$ cat src/rtl/fr_adder_pkg.sv
// Shared types and constants for the mantissa adder finish stage (carry resolve + sum).
package fr_adder_pkg;

  localparam int FR_SUM_W         = 25;
  localparam int FR_PREFIX_LEVELS = 5;

  typedef struct packed {
    logic                valid;
    logic                sign;
    logic [FR_SUM_W-1:0] porig;
    logic [FR_SUM_W-1:0] g;
    logic [FR_SUM_W-1:0] p;
  } fr_stage_t;

  function automatic int fr_latency(input int lps);
    return (FR_PREFIX_LEVELS + lps - 1) / lps;
  endfunction

endpackage

$ cat src/rtl/fr_prefix_cell.sv
// Kogge-Stone (G,P) combine operator: (G,P) o (G',P') = (G | P&G', P&P').
module fr_prefix_cell (
  input  logic g_hi,
  input  logic p_hi,
  input  logic g_lo,
  input  logic p_lo,
  output logic g,
  output logic p
);

  assign g = g_hi | (p_hi & g_lo);
  assign p = p_hi & p_lo;

endmodule

$ cat src/rtl/fr_adder_finish.sv
// Pipelined Kogge-Stone carry resolve and sum for the mantissa adder, elastic valid/ready.
// Optional macro FR_ADDER_CIN_EN adds an in_cin port driving the carry-in slot (bit 0).
module fr_adder_finish
  import fr_adder_pkg::*;
#(
  parameter int LEVELS_PER_STAGE = 2
) (
  input  logic                clock,
  input  logic                resetn,
  input  logic                in_valid,
  output logic                in_ready,
  input  logic [FR_SUM_W-1:0] G0,
  input  logic [FR_SUM_W-1:0] P0,
  input  logic                in_sign,
`ifdef FR_ADDER_CIN_EN
  input  logic                in_cin,
`endif
  output logic                out_valid,
  input  logic                out_ready,
  output logic [FR_SUM_W-1:0] sum,
  output logic                out_sign
);

  localparam int LATENCY = fr_latency(LEVELS_PER_STAGE);

  if (LEVELS_PER_STAGE < 1 || LEVELS_PER_STAGE > FR_PREFIX_LEVELS || LATENCY < 1) begin : g_bad_lps
    $error("fr_adder_finish: LEVELS_PER_STAGE must be in 1..5");
  end

  logic advance;
  logic out_valid_q, out_valid_d;
  logic out_sign_q, out_sign_d;
  logic [FR_SUM_W-1:0] sum_q, sum_d;

  // Whole pipe moves together; a held output freezes everything behind it.
  assign advance  = !out_valid_q || out_ready;
  assign in_ready = advance;

  fr_stage_t stg_in;

  always_comb begin
    stg_in       = '0;
    stg_in.valid = in_valid;
    stg_in.sign  = in_sign;
    stg_in.porig = {P0[FR_SUM_W-1:1], 1'b0};
    stg_in.p     = {P0[FR_SUM_W-1:1], 1'b0};
`ifdef FR_ADDER_CIN_EN
    stg_in.g     = {G0[FR_SUM_W-1:1], in_cin};
`else
    stg_in.g     = {G0[FR_SUM_W-1:1], 1'b0};
`endif
  end

  for (genvar k = 1; k <= FR_PREFIX_LEVELS; k++) begin : lvl_g
    localparam int SPAN = 1 << (k - 1);
    fr_stage_t           src, lv, nxt;
    logic [FR_SUM_W-1:0] g_n, p_n;

    if (k == 1) begin : g_src_in
      assign src = stg_in;
    end else begin : g_src_prev
      assign src = lvl_g[k-1].nxt;
    end

    for (genvar i = 0; i < FR_SUM_W; i++) begin : bit_g
      if (i >= SPAN) begin : g_cell
        fr_prefix_cell u_cell (
          .g_hi(src.g[i]),
          .p_hi(src.p[i]),
          .g_lo(src.g[i-SPAN]),
          .p_lo(src.p[i-SPAN]),
          .g   (g_n[i]),
          .p   (p_n[i])
        );
      end else begin : g_pass
        assign g_n[i] = src.g[i];
        assign p_n[i] = src.p[i];
      end
    end

    assign lv = {src.valid, src.sign, src.porig, g_n, p_n};

    // Stage boundary every LEVELS_PER_STAGE levels; the last level feeds the output register.
    if (k < FR_PREFIX_LEVELS && (k % LEVELS_PER_STAGE) == 0) begin : g_reg
      fr_stage_t stage_q, stage_d;
      assign stage_d = advance ? lv : stage_q;
      always_ff @(posedge clock or negedge resetn) begin
        if (!resetn) stage_q <= '0;
        else         stage_q <= stage_d;
      end
      assign nxt = stage_q;
    end else begin : g_comb
      assign nxt = lv;
    end
  end

  fr_stage_t           fin;
  logic [FR_SUM_W-1:0] sum_c;
  logic                unused_bits;

  assign fin         = lvl_g[FR_PREFIX_LEVELS].nxt;
  // Carry into operand bit i-1 is the prefix generate of slot i-1.
  assign sum_c       = {fin.g[FR_SUM_W-1], fin.porig[FR_SUM_W-1:1] ^ fin.g[FR_SUM_W-2:0]};
  assign unused_bits = ^{fin.p, fin.porig[0], G0[0], P0[0]};

  always_comb begin
    out_valid_d = out_valid_q;
    out_sign_d  = out_sign_q;
    sum_d       = sum_q;
    if (advance) begin
      out_valid_d = fin.valid;
      out_sign_d  = fin.sign;
      sum_d       = sum_c;
    end
  end

  always_ff @(posedge clock or negedge resetn) begin
    if (!resetn) begin
      out_valid_q <= 1'b0;
      out_sign_q  <= 1'b0;
      sum_q       <= '0;
    end else begin
      out_valid_q <= out_valid_d;
      out_sign_q  <= out_sign_d;
      sum_q       <= sum_d;
    end
  end

  assign out_valid = out_valid_q;
  assign out_sign  = out_sign_q;
  assign sum       = sum_q;

endmodule
$ cat config.mk
export PLATFORM = sky130hd
export DESIGN_NAME = fr_adder_finish
export DESIGN_NICKNAME = d
export VERILOG_FILES = /design/src/rtl/fr_adder_pkg.sv /design/src/rtl/fr_prefix_cell.sv /design/src/rtl/fr_adder_finish.sv
export SDC_FILE = /design/constraint.sdc
export NUM_CORES = 1
export LEC_CHECK = 0
export BUFFER_PORTS_ARGS = -buffer_cell sky130_fd_sc_hd__buf_2
export CAP_MARGIN = 10
export CORE_UTILIZATION = 60
export DETAILED_ROUTE_END_ITERATION = 7
export PLACE_DENSITY = 0.81
export REMOVE_ABC_BUFFERS = 1
export SYNTH_ARGS = -nofsm -noshare
export SYNTH_HDL_FRONTEND = slang
export SYNTH_HIERARCHICAL = 1
export SYNTH_SLANG_ARGS = --single-unit
$ cat constraint.sdc
create_clock -name clock -period 3.4 [get_ports clock]
set_input_delay 0.34 -clock clock [delete_from_list [all_inputs] [get_ports clock]]
set_output_delay 0.34 -clock clock [all_outputs]
set_load 0.02 [all_outputs]
# After elaboration in Yosys (flattened, before gate mapping)

Cells that the tools add are included.
Widths: inputs -> output; s select.

Output and inout port bits: 28
Input port bits: 55
Word-level logic and storage cells: 264
Register bits: 157

Reductions and logical operators: 2
Bitwise logic cells: 249

Operators by type and width:

| cell             | number |
|---|---|
| $and 1x1->1      | 159 |
| $or 1x1->1       | 89 |
| $xor 24x24->24   | 1 |
| $logic_not 1->1  | 1 |
| $logic_or 1x1->1 | 1 |

# Longest topological paths before layout

Gate-level depths: netlist (run 1).

Depth after elaboration: 4
Gate-level depth with buffers: 5
Depth with buffers taken out: 3

# By module

Netlist (run 1), hierarchy kept.

Modules (own cells, without submodules):

| module          | cells each | area an instance (um^2) | instances | sequential area each (um^2) |
|---|---|---|---|---|
| fr_adder_finish | 380        | 6871.6                  | 1         | 4204.0 |
| fr_prefix_cell  | 2          | 15.0                    | 94        | 0.0 |

# Worst setup path before layout (run 1)

Ideal clock, no wire load.

Path kind: reg2reg
Start: register out_valid_q (netlist: out_valid)
End: register lvl_g[2].g_reg.stage_q[10] in the netlist's numbering
Library setup time: 125 ps
Data arrival time: 1283 ps
Cell stages (with the launch flop): 6
Setup slack: 1992 ps
Period minus slack after synthesis: 1408 ps
Path buffers: 3
Cell sequence: dfrtp_1 -> nand2b_4 -> buf_6 -> buf_6 -> buf_6 -> mux2_2

Word-level cells in the longest chain between the ends: 2

RTL lines:

| item                   | RTL line               | source |
|---|---|---|
| start, declared        | fr_adder_finish.sv:31  | `logic out_valid_q, out_valid_d;` |
| start signal, assigned | fr_adder_finish.sv:123 | `out_valid_q <= out_valid_d;` |
| $logic_not 1->1        | fr_adder_finish.sv:36  | `assign advance = !out_valid_q \|\| out_ready;` |
| $logic_or 1x1->1       | fr_adder_finish.sv:36  |  |
| via in_ready           | fr_adder_finish.sv:11  | `output logic in_ready,` |
| end signal, assigned   | fr_adder_finish.sv:89  | `else stage_q <= stage_d;` |
| end, declared          | fr_adder_finish.sv:85  | `fr_stage_t stage_q, stage_d;` |

The timed path passes the listed nets, and every way through them passes these cells.
A chain may end at the register's enable or synchronous reset.

# Worst setup path after layout (run 1)

Start: register out_valid_q (netlist: out_valid)
End: output in_ready

Word-level cells in the longest chain between the ends: 2

RTL lines:

| item             | RTL line |
|---|---|
| $logic_not 1->1  | fr_adder_finish.sv:36 |
| $logic_or 1x1->1 | fr_adder_finish.sv:36 |
| end, declared    | fr_adder_finish.sv:11 |

Every way passes these cells.

==> impl_results.md, run 1 <==
* Clock sinks at 157
* Floorplan row count at 40
* Top-Level Pins at 83
* Overall Global Routing Usage at 0.243
* Max_cap viols at 0
* Vias/cell at 5.48
* Initial DRC count at 266
* Cells after Synth at 522
* Synthesized cell area at 7690 sq um
* Max-slew violations at 0
* Lkg Pwr at 4.52 nW
* Detailed-route DRC error count at 0
* Die height at 115 um
* Average wire per standard cell at 18.4 um
* Crit path launch type: register
* Max Fclk at 435 MHz
* Vias at 4,348
* Power density cells at 726 nW/um^2
* Outcome: completed
* Skew-Pair Late Insertion Delay at 0.42 ns
* PnR worst setup slack at 1.10 ns
* Setup_tns at 0 ns
* Final Instance Area at 8860 sq um
* WP data required at 3.06 ns
* IO buf count at 80
* Avg Cell Area, Syn at 14.7 sq um
* RSZ-0062 raised after global routing: no
* Yosys warnings at 6
* Final Hold Viols at 0
* Number of buffers added for setup after CTS at 0
* GP Congestion at 0.814
* CP Capture Type: output port
* Worst-margin pin slew at 0.668 ns
* WP data arrival at 1.96 ns
* Total Wirelength at 14,600 um
* Post-route ant nets at 0
* CTS tree: built
* Crit Path Max Fanout at 39
* Die Area at 13,300 sq um
* Die X-Extent at 115 um
* Share of layout cells above drive strength 1 at 0.547
* CTS max path bufs at 2
* First-pass GRT wire length at 23,800 um
* Area growth syn-to-layout at 15.2%
* Clock transition at the registers of the reported paths at 0.06 ns
* Vias in the first global route at 4,524
* Final Cycle Share at 0.675
* VDD IR-drop max at 553 uV
* Pin count of the biggest net entering global routing at 75
* Worst clock skew at 0.00638 ns
* Core region area at 12,300 sq um
* Layout net count at 669
* Type of the worst setup path: reg -> out
* Max_slew headroom at 0.555
* Post-route minimum period at 2.30 ns
* H-Tree Level Count at 4
* Worst min path class: in -> reg
* Total congestion overflow at 0
* N_diodes at 0
* Final setup violation count at 0
* Placed inst area at 8230 sq um
* Clock Tree Root: clkbuf_16
* CTS buffer count at 17
* Initial Util at 0.627
* Initial antenna violation count at 0
* Place WS at 1.47 ns
* Dpl hpwl at 10,100 um
* DRT Pass-1 Iters at 4
## per-layer routing
metal | part of all wire | global-route usage
met1 | 0.49 | 0.341
met2 | 0.46 | 0.370
met3 | 0.035 | 0.0585
met4 | 0.016 | 0.0892
met5 | 0 | 0
## report_power, final
group	switching [mW]	internal [mW]	leakage, nW
sequential	0.329	2.35	1.84
clock	0.712	1.29	0.309
combinational	0.768	0.981	2.37
## cell usage in the layout (no fill, tap or decap)
| master | count |
|---|---|
| clkbuf_16 | 17 |
| nand2b_1 | 1 |
| buf_12 | 3 |
| mux2_4 | 98 |
| dlygate4sd3_1 | 1 |
| nand2b_4 | 1 |
| a21o_1 | 94 |
| buf_6 | 1 |
| conb_1 | 5 |
| clkbuf_8 | 4 |
| clkbuf_1 | 2 |
| mux2_2 | 58 |
| xor2_1 | 23 |
| bufinv_16 | 4 |
| clkinv_2 | 3 |
| and2_2 | 70 |
| buf_4 | 4 |
| buf_2 | 79 |
| dfrtp_1 | 157 |
## sequential cells by signal, summed over array words and instances, names as in the netlist
register             cells
lvl_g.g_reg.stage_q     89
out_valid                1
out_sign                 1
sum                     25
fin                     41
## worst max-delay path, stage by stage, from the launching register on
cell and delay (ns):
dfrtp_1 0.40, nand2b_4 0.50, buf_4 0.38, buf_2 0.21
## per-stage QoR
stage	std cells	util	power, mW	hold slack, ns
CTS	793	0.723	6.50	0.140
global placement	762	0.671	4.37	0.302
detailed placement	762	0.671	4.44	0.301
floorplan	507	-	3.99	0.0444
global route	793	0.723	6.74	0.146
finish	793	0.723	6.43	0.154
## final cells by class
class	instances	area [sq um]
clock buffer	23	488
clock inverter	7	135
timing repair buffer	88	507
sequential	157	3930
multi-input combinational	350	3600
fill	827	3400
tap	168	210
## timing repair
item,in CTS,in global routing
endpoints found under the hold margin,48,0
hold buffers,1,0
gates resized for setup,0,0
setup endpoints to repair,0,0
## final timing paths
check	from	end	slack, ns	depth (start not counted)
worst max-delay path	out_valid	in_ready	1.10	3
worst min-delay path	in_valid	lvl_g[2].g_reg.stage_q[76]	0.15	2
worst max register to register	out_valid	sum[19]	1.56	3
worst min register to register	fin[76]	out_valid	0.45	1
max in group asynchronous	resetn	lvl_g[2].g_reg.stage_q[74]	2.12	3
min in group asynchronous	resetn	fin[51]	0.43	2
Note: power is estimated with default switching activity, not from simulation.
==> run 2, diff against run 1 <==
Clock period 3.4 ns to 2.3 ns, I/O delays scaled along.
==> run 2 against run 1 <==
  * Critical path depth unchanged
  * First-iteration DRC count down 18%
  * Worst hold slack worse by 0.11 ns
  * Global-route usage up 0.31 points
  * Critical path type unchanged
==> impl_results.md, run 2 (synthesis results as in run 1) <==
* Crit path launch type: register
* P_int at 6.83 mW (+48%)
* Total congestion overflow at 0 (unchanged)
* Reg2Reg Depth at 3 (unchanged)
* Vias in the first global route at 4,591 (+1.5%)
* Layout fillers at 814 (-1.6%)
* Clock Tree Root: clkbuf_16
* First-pass GRT wire length at 24,200 um (+1.4%)
* GP Congestion at 0.812 (-0.28%)
* Max-slew violations at 0 (unchanged)
* Final Instance Area at 8900 sq um (+0.37%)
* WP data arrival at 1.68 ns (-0.28 ns)
* Skew-Pair Late Insertion Delay at 0.42 ns (about the same)
* Max Fclk at 524 MHz
* Dpl hpwl at 10,400 um (+3.4%)
* H-Tree Level Count at 4 (unchanged)
* VDD IR-drop max at 959 uV (+73%)
* Switching power share of the total at 0.281 (about the same)
* Post-route minimum period at 1.91 ns
* Die Area at 13,300 sq um (unchanged)
* Hold Path Sink: lvl_g[2].g_reg.stage_q[76]
* PnR worst setup slack at 0.391 ns (-0.713 ns)
* Type of the worst setup path: reg -> out
* Final non-filler cell total at 795 (+0.25%)
* Worst Hold Depth at 2 (unchanged)
* N_diodes at 0 (unchanged)
* CTS-repair resized insts at 0 (unchanged)
* Core region area at 12,300 sq um (unchanged)
* Pin count of the biggest net entering global routing at 55 (-27%)
* Vias/cell at 5.44 (-0.71%)
* Setup_tns at 0 ns (unchanged)
* Worst R2R End: sum[8]
* Most frequent cells in the layout: dfrtp_1 (157), mux2_4 (98), a21o_1 (94)
* CP Capture Type: output port
* CTS buffer count at 17 (unchanged)
* Total Wirelength at 14,500 um (-0.62%)
* Layout net count at 671 (+0.30%)
* Worst min path class: in -> reg
* Clock transition at the registers of the reported paths at 0.06 ns (about the same)
* WP data required at 2.07 ns (-0.99 ns)
* Overall Global Routing Usage at 0.246 (+0.00312)
* Largest register FFs at 89 (unchanged)
* Final Cycle Share at 0.830
* Crit Path Max Fanout at 28 (-28%)
* Switching power at 2.67 mW (+47%)
* Flop pwr share at 0.416 (about the same)
* Logic pwr share at 0.273 (about the same)
* Reg2Reg Setup Slack at 0.66 ns (-0.90 ns)
* Share of layout cells above drive strength 1 at 0.550 (+0.00304)
* CTS tree: built
* CP startpoint: out_valid
* Clock sinks at 157 (unchanged)
* DRT Pass-1 Iters at 4 (unchanged)
* Detailed-route DRC error count at 0 (unchanged)
* Worst clock skew at 0.00501 ns (-0.00136 ns)
* Clock power frac at 0.312 (about the same)
* Die height at 115 um (unchanged)
* Most common cell after layout, fill and taps aside: dfrtp_1
* Placed inst area at 8260 sq um (+0.33%)
* Register area at 3930 sq um (unchanged)
* Worst Hold Launch: in_valid
* Reg with most FFs: lvl_g.g_reg.stage_q
* Power density cells at 1070 nW/um^2 (+47%)
* Top-Level Pins at 83 (unchanged)
* RSZ-0062 raised after global routing: no
* Outcome: completed
* Max_cap viols at 0 (unchanged)
* Post-route ant nets at 0 (unchanged)
* CTS max path bufs at 2 (unchanged)
* Average wire per standard cell at 18.2 um (-0.87%)
* Area of the multi-input gates at 3600 sq um (unchanged)
* Initial DRC count at 218 (-18%)
* Lkg Pwr at 4.54 nW (+0.29%)
* Final setup violation count at 0 (unchanged)
* Die X-Extent at 115 um (unchanged)
* Initial Util at 0.627 (unchanged)
* # placed instances at 764 (+0.26%)
* IO buf count at 80 (unchanged)
* Worst reg2reg path startpoint: out_valid
* Area growth syn-to-layout at 15.7%
* Initial antenna violation count at 0 (unchanged)
* Final Hold Viols at 0 (unchanged)
* Place WS at 0.675 ns (-0.800 ns)
* Vias at 4,328 (-0.46%)
* Floorplan row count at 40 (unchanged)
-- run 2: changes by cell type in the layout (fill, tap and decap cells not counted), sizes merged --
| cell | before | now |
|---|---|---|
| buf | 87 | 89 |
| bufinv | 4 | 3 |
| clkbuf | 23 | 25 |
| clkinv | 3 | 1 |
| clkinvlp | 0 | 1 |
-- run 2: worst max path at each step --
| stage | endpoint |
|---|---|
| 3_3_place_gp | sum[8] |
| 6_report | in_ready |
| 5_1_grt | in_ready |
| 2_1_floorplan | fin[74] |
| 3_5_place_dp | lvl_g[2].g_reg.stage_q[75] |
| 4_1_cts | in_ready |
-- run 2: area by class of cell --
class | count | area share
clock inverter | 5 | 0.0115
clock buffer | 25 | 0.0591
tap | 168 | 0.0236
timing repair buffer | 90 | 0.0600
sequential | 157 | 0.442
multi-input combinational | 350 | 0.404
-- run 2: per-stage QoR --
step	hold WS [ns]	utilization	power, mW
after floorplan	-0.0656	-	5.89
after global placement	0.206	0.674	6.47
after detailed placement	0.220	0.674	6.59
after CTS	0.0303	0.726	9.57
after global routing	0.0438	0.726	9.93
final	0.0442	0.726	9.50
-- run 2: what timing repair did --
| item | 4_1_cts | 5_1_grt |
|---|---|---|
| setup buffers | 0 | 0 |
| hold buffers | 1 | 0 |
| hold endpoints to repair | 50 | 0 |
-- run 2: layer usage --
metal / GRT usage / up-vias / wire [um]
met5: 0 / - / 0
met4: 0.0814 / 0 / 184
met3: 0.0564 / 18 / 539
met2: 0.371 / 84 / 6620
met1: 0.353 / 2204 / 7140
li1: - / 2022 / -
-- run 2: worst max-delay path, stage by stage (launching register included) --
cell      delay (ns)
dfrtp_1         0.40
nand2b_4        0.37
buf_12          0.27
buf_2           0.20
-- run 2: power by group through the flow --
| stage | clock network (mW) | registers [mW] | logic [mW] |
|---|---|---|---|
| 6_report | 2.96 | 3.95 | 2.59 |
| 5_1_grt | 3.11 | 4.04 | 2.79 |
| 4_1_cts | 3.00 | 3.95 | 2.61 |
| 3_5_place_dp | 0 | 3.99 | 2.60 |
| 3_3_place_gp | 0 | 3.94 | 2.53 |
| 2_1_floorplan | 0 | 4.16 | 1.73 |
==> run 3, diff against run 2 <==
Settings changed: ABC_AREA set to 1.
Clock period 2.3 ns to 1.99 ns, I/O delays scaled along.
==> run 3 against run 2 <==
  * The flow now finishes with violations (design-rule violations)
  * Sequential share of layout area down 0.25 points
  * Worst hold slack worse by 0.031 ns
  * Area after synthesis rose by 0.89%
  * Critical endpoint unchanged
  * First-iteration DRC count increased by 81%
  * Cell area is 0.58% higher
  * Die area rose by 0.88%
  * Synthesized cell count up 120%
  * Power increased by 15%
  * Combinational power is 22% higher
  * Clock power is 4% higher
  * Clock skew rose by 0.0014 ns
==> impl_results.md, run 3 <==
* H-Tree Level Count at 4 (unchanged)
* Vias at 6,612 (+53%)
* Number of buffers added for setup after CTS at 0 (unchanged)
* Pin count of the biggest net entering global routing at 102 (+85%)
* CP startpoint: out_valid
* CTS tree: built
* Most frequent cells in the layout: nand2_1 (668), inv_1 (214), dfrtp_1 (157)
* Crit path launch type: register
* Clock Tree Root: clkbuf_16
* Crit Path Max Fanout at 60 (+110%)
* CTS buffer count at 17 (unchanged)
* GP Congestion at 0.863 (+6.3%)
* Floorplan row count at 41 (+2.5%)
* Average wire per standard cell at 11.6 um (-36%)
* Layout net count at 1,274 (+90%)
* Worst reg2reg path startpoint: out_valid
* Total Wirelength at 16,300 um (+13%)
* Clock sinks at 157 (unchanged)
* Die height at 116 um (+0.44%)
* Final Cycle Share at 0.843
* Overall Global Routing Usage at 0.274 (+0.0274)
* Die Area at 13,400 sq um (+0.88%)
* Total congestion overflow at 0 (unchanged)
* Most common cell after layout, fill and taps aside: nand2_1
* RSZ-0062 raised after global routing: no
* Post-route minimum period at 1.68 ns
* Outcome: finished, violations left
* Largest register FFs at 89 (unchanged)
* Area growth syn-to-layout at 15.3%
* Cells after Synth at 1,142 (+120%)
* Failing checks: design-rule violations
* WP data arrival at 1.48 ns (-0.20 ns)
* Worst Hold Launch: P0[1]
* Final non-filler cell total at 1,404 (+77%)
* Initial antenna violation count at 0 (unchanged)
* IO buf count at 80 (unchanged)
* Layout fillers at 1,069 (+31%)
* N_diodes at 0 (unchanged)
* Detailed-route DRC error count at 2 (+2)
* Final Instance Area at 8950 sq um (+0.58%)
* Initial DRC count at 394 (+81%)
* Max_cap viols at 0 (unchanged)
* Share of layout cells above drive strength 1 at 0.0958 (-0.454)
* Max-slew violations at 0 (unchanged)
* Lkg Pwr at 5.78 nW (+27%)
* Dpl hpwl at 11,200 um (+7.3%)
* Max Fclk at 596 MHz
* Die X-Extent at 116 um (+0.44%)
* Power density cells at 1220 nW/um^2 (+15%)
* DRT Pass-1 Iters at 7 (+3)
* Final setup violation count at 0 (unchanged)
* Top-Level Pins at 83 (unchanged)
* Clock transition at the registers of the reported paths at 0.06 ns (about the same)
* Worst Hold Slack at 0.0128 ns (-0.0314 ns)
* Setup_tns at 0 ns (unchanged)
* Placed inst area at 8360 sq um (+1.2%)
* VDD IR-drop max at 621 uV (-35%)
* # placed instances at 1,369 (+79%)
* Vias in the first global route at 6,065 (+32%)
* Avg Cell Area, Syn at 6.80 sq um (-54%)
* Initial Util at 0.615 (-0.0123)
* Skew-Pair Late Insertion Delay at 0.42 ns (about the same)
* Yosys warnings at 6 (unchanged)
* CTS max path bufs at 2 (unchanged)
* Reg with most FFs: lvl_g.g_reg.stage_q
* Worst clock skew at 0.00645 ns (+0.00143 ns)
* Core region area at 12,600 sq um (+2.9%)
* Vias/cell at 4.71 (-13%)
* CP Capture Type: output port
* First-pass GRT wire length at 28,000 um (+16%)
* Final Hold Viols at 0 (unchanged)
* WP data required at 1.79 ns (-0.28 ns)
* Type of the worst setup path: reg -> out
* Synthesized cell area at 7760 sq um (+0.89%)
* Post-route ant nets at 0 (unchanged)
* Worst min path class: in -> reg
==> run 3: critical path, cell delays in order, from the launching register on <==
cell and delay, ns:
dfrtp_1 0.45, nand2_8 0.32, buf_2 0.25
==> run 3: cell type report <==
type / instances / area, sq um / area share
flip-flops and latches: 157 / 3930 / 0.439
inverters: 214 / 803 / 0.0898
repair buffers: 90 / 564 / 0.0631
multi-input cells: 739 / 2880 / 0.322
clock inverters: 12 / 123 / 0.0137
well taps: 172 / 215 / 0.0240
clock buffers: 20 / 437 / 0.0488
==> run 3: routing by layer <==
metal / global-route usage / vias to the layer above / part of all wire
met5: 0 / - / 0
met3: 0.0492 / 30 / 0.040
met1: 0.362 / 3001 / 0.46
li1: - / 3433 / -
met2: 0.450 / 148 / 0.48
met4: 0.110 / 0 / 0.023
==> run 3: worst paths after layout <==
check	to	slack, ns	cells after the start
worst max-delay path	in_ready	0.31	2
worst min-delay path	lvl_g[2].g_reg.stage_q[51]	0.01	3
worst max register to register	lvl_g[4].g_reg.stage_q[20]	0.58	5
worst min register to register	out_valid	0.45	2
max in group asynchronous	fin[40]	1.04	3
min in group asynchronous	out_valid	0.27	2
==> run 3: what timing repair did <==
item / CTS / global route
hold buffers: 3 / 0
endpoints found under the hold margin: 45 / 0
gates resized for setup: 0 / 0
setup endpoints to repair: 0 / 0
==> run 3: power breakdown <==
part,internal [mW],switching [mW]
sequential,4.16,0.565
clock,1.83,1.25
combinational,1.06,2.09
==> run 3: per-stage QoR <==
stage,setup WS [ns],utilization,power (mW)
floorplan,-2.45,-,6.87
global placement,0.666,0.662,7.76
detailed placement,0.608,0.662,7.89
CTS,0.300,0.709,11.0
global route,0.248,0.709,11.7
finish,0.312,0.709,11.0
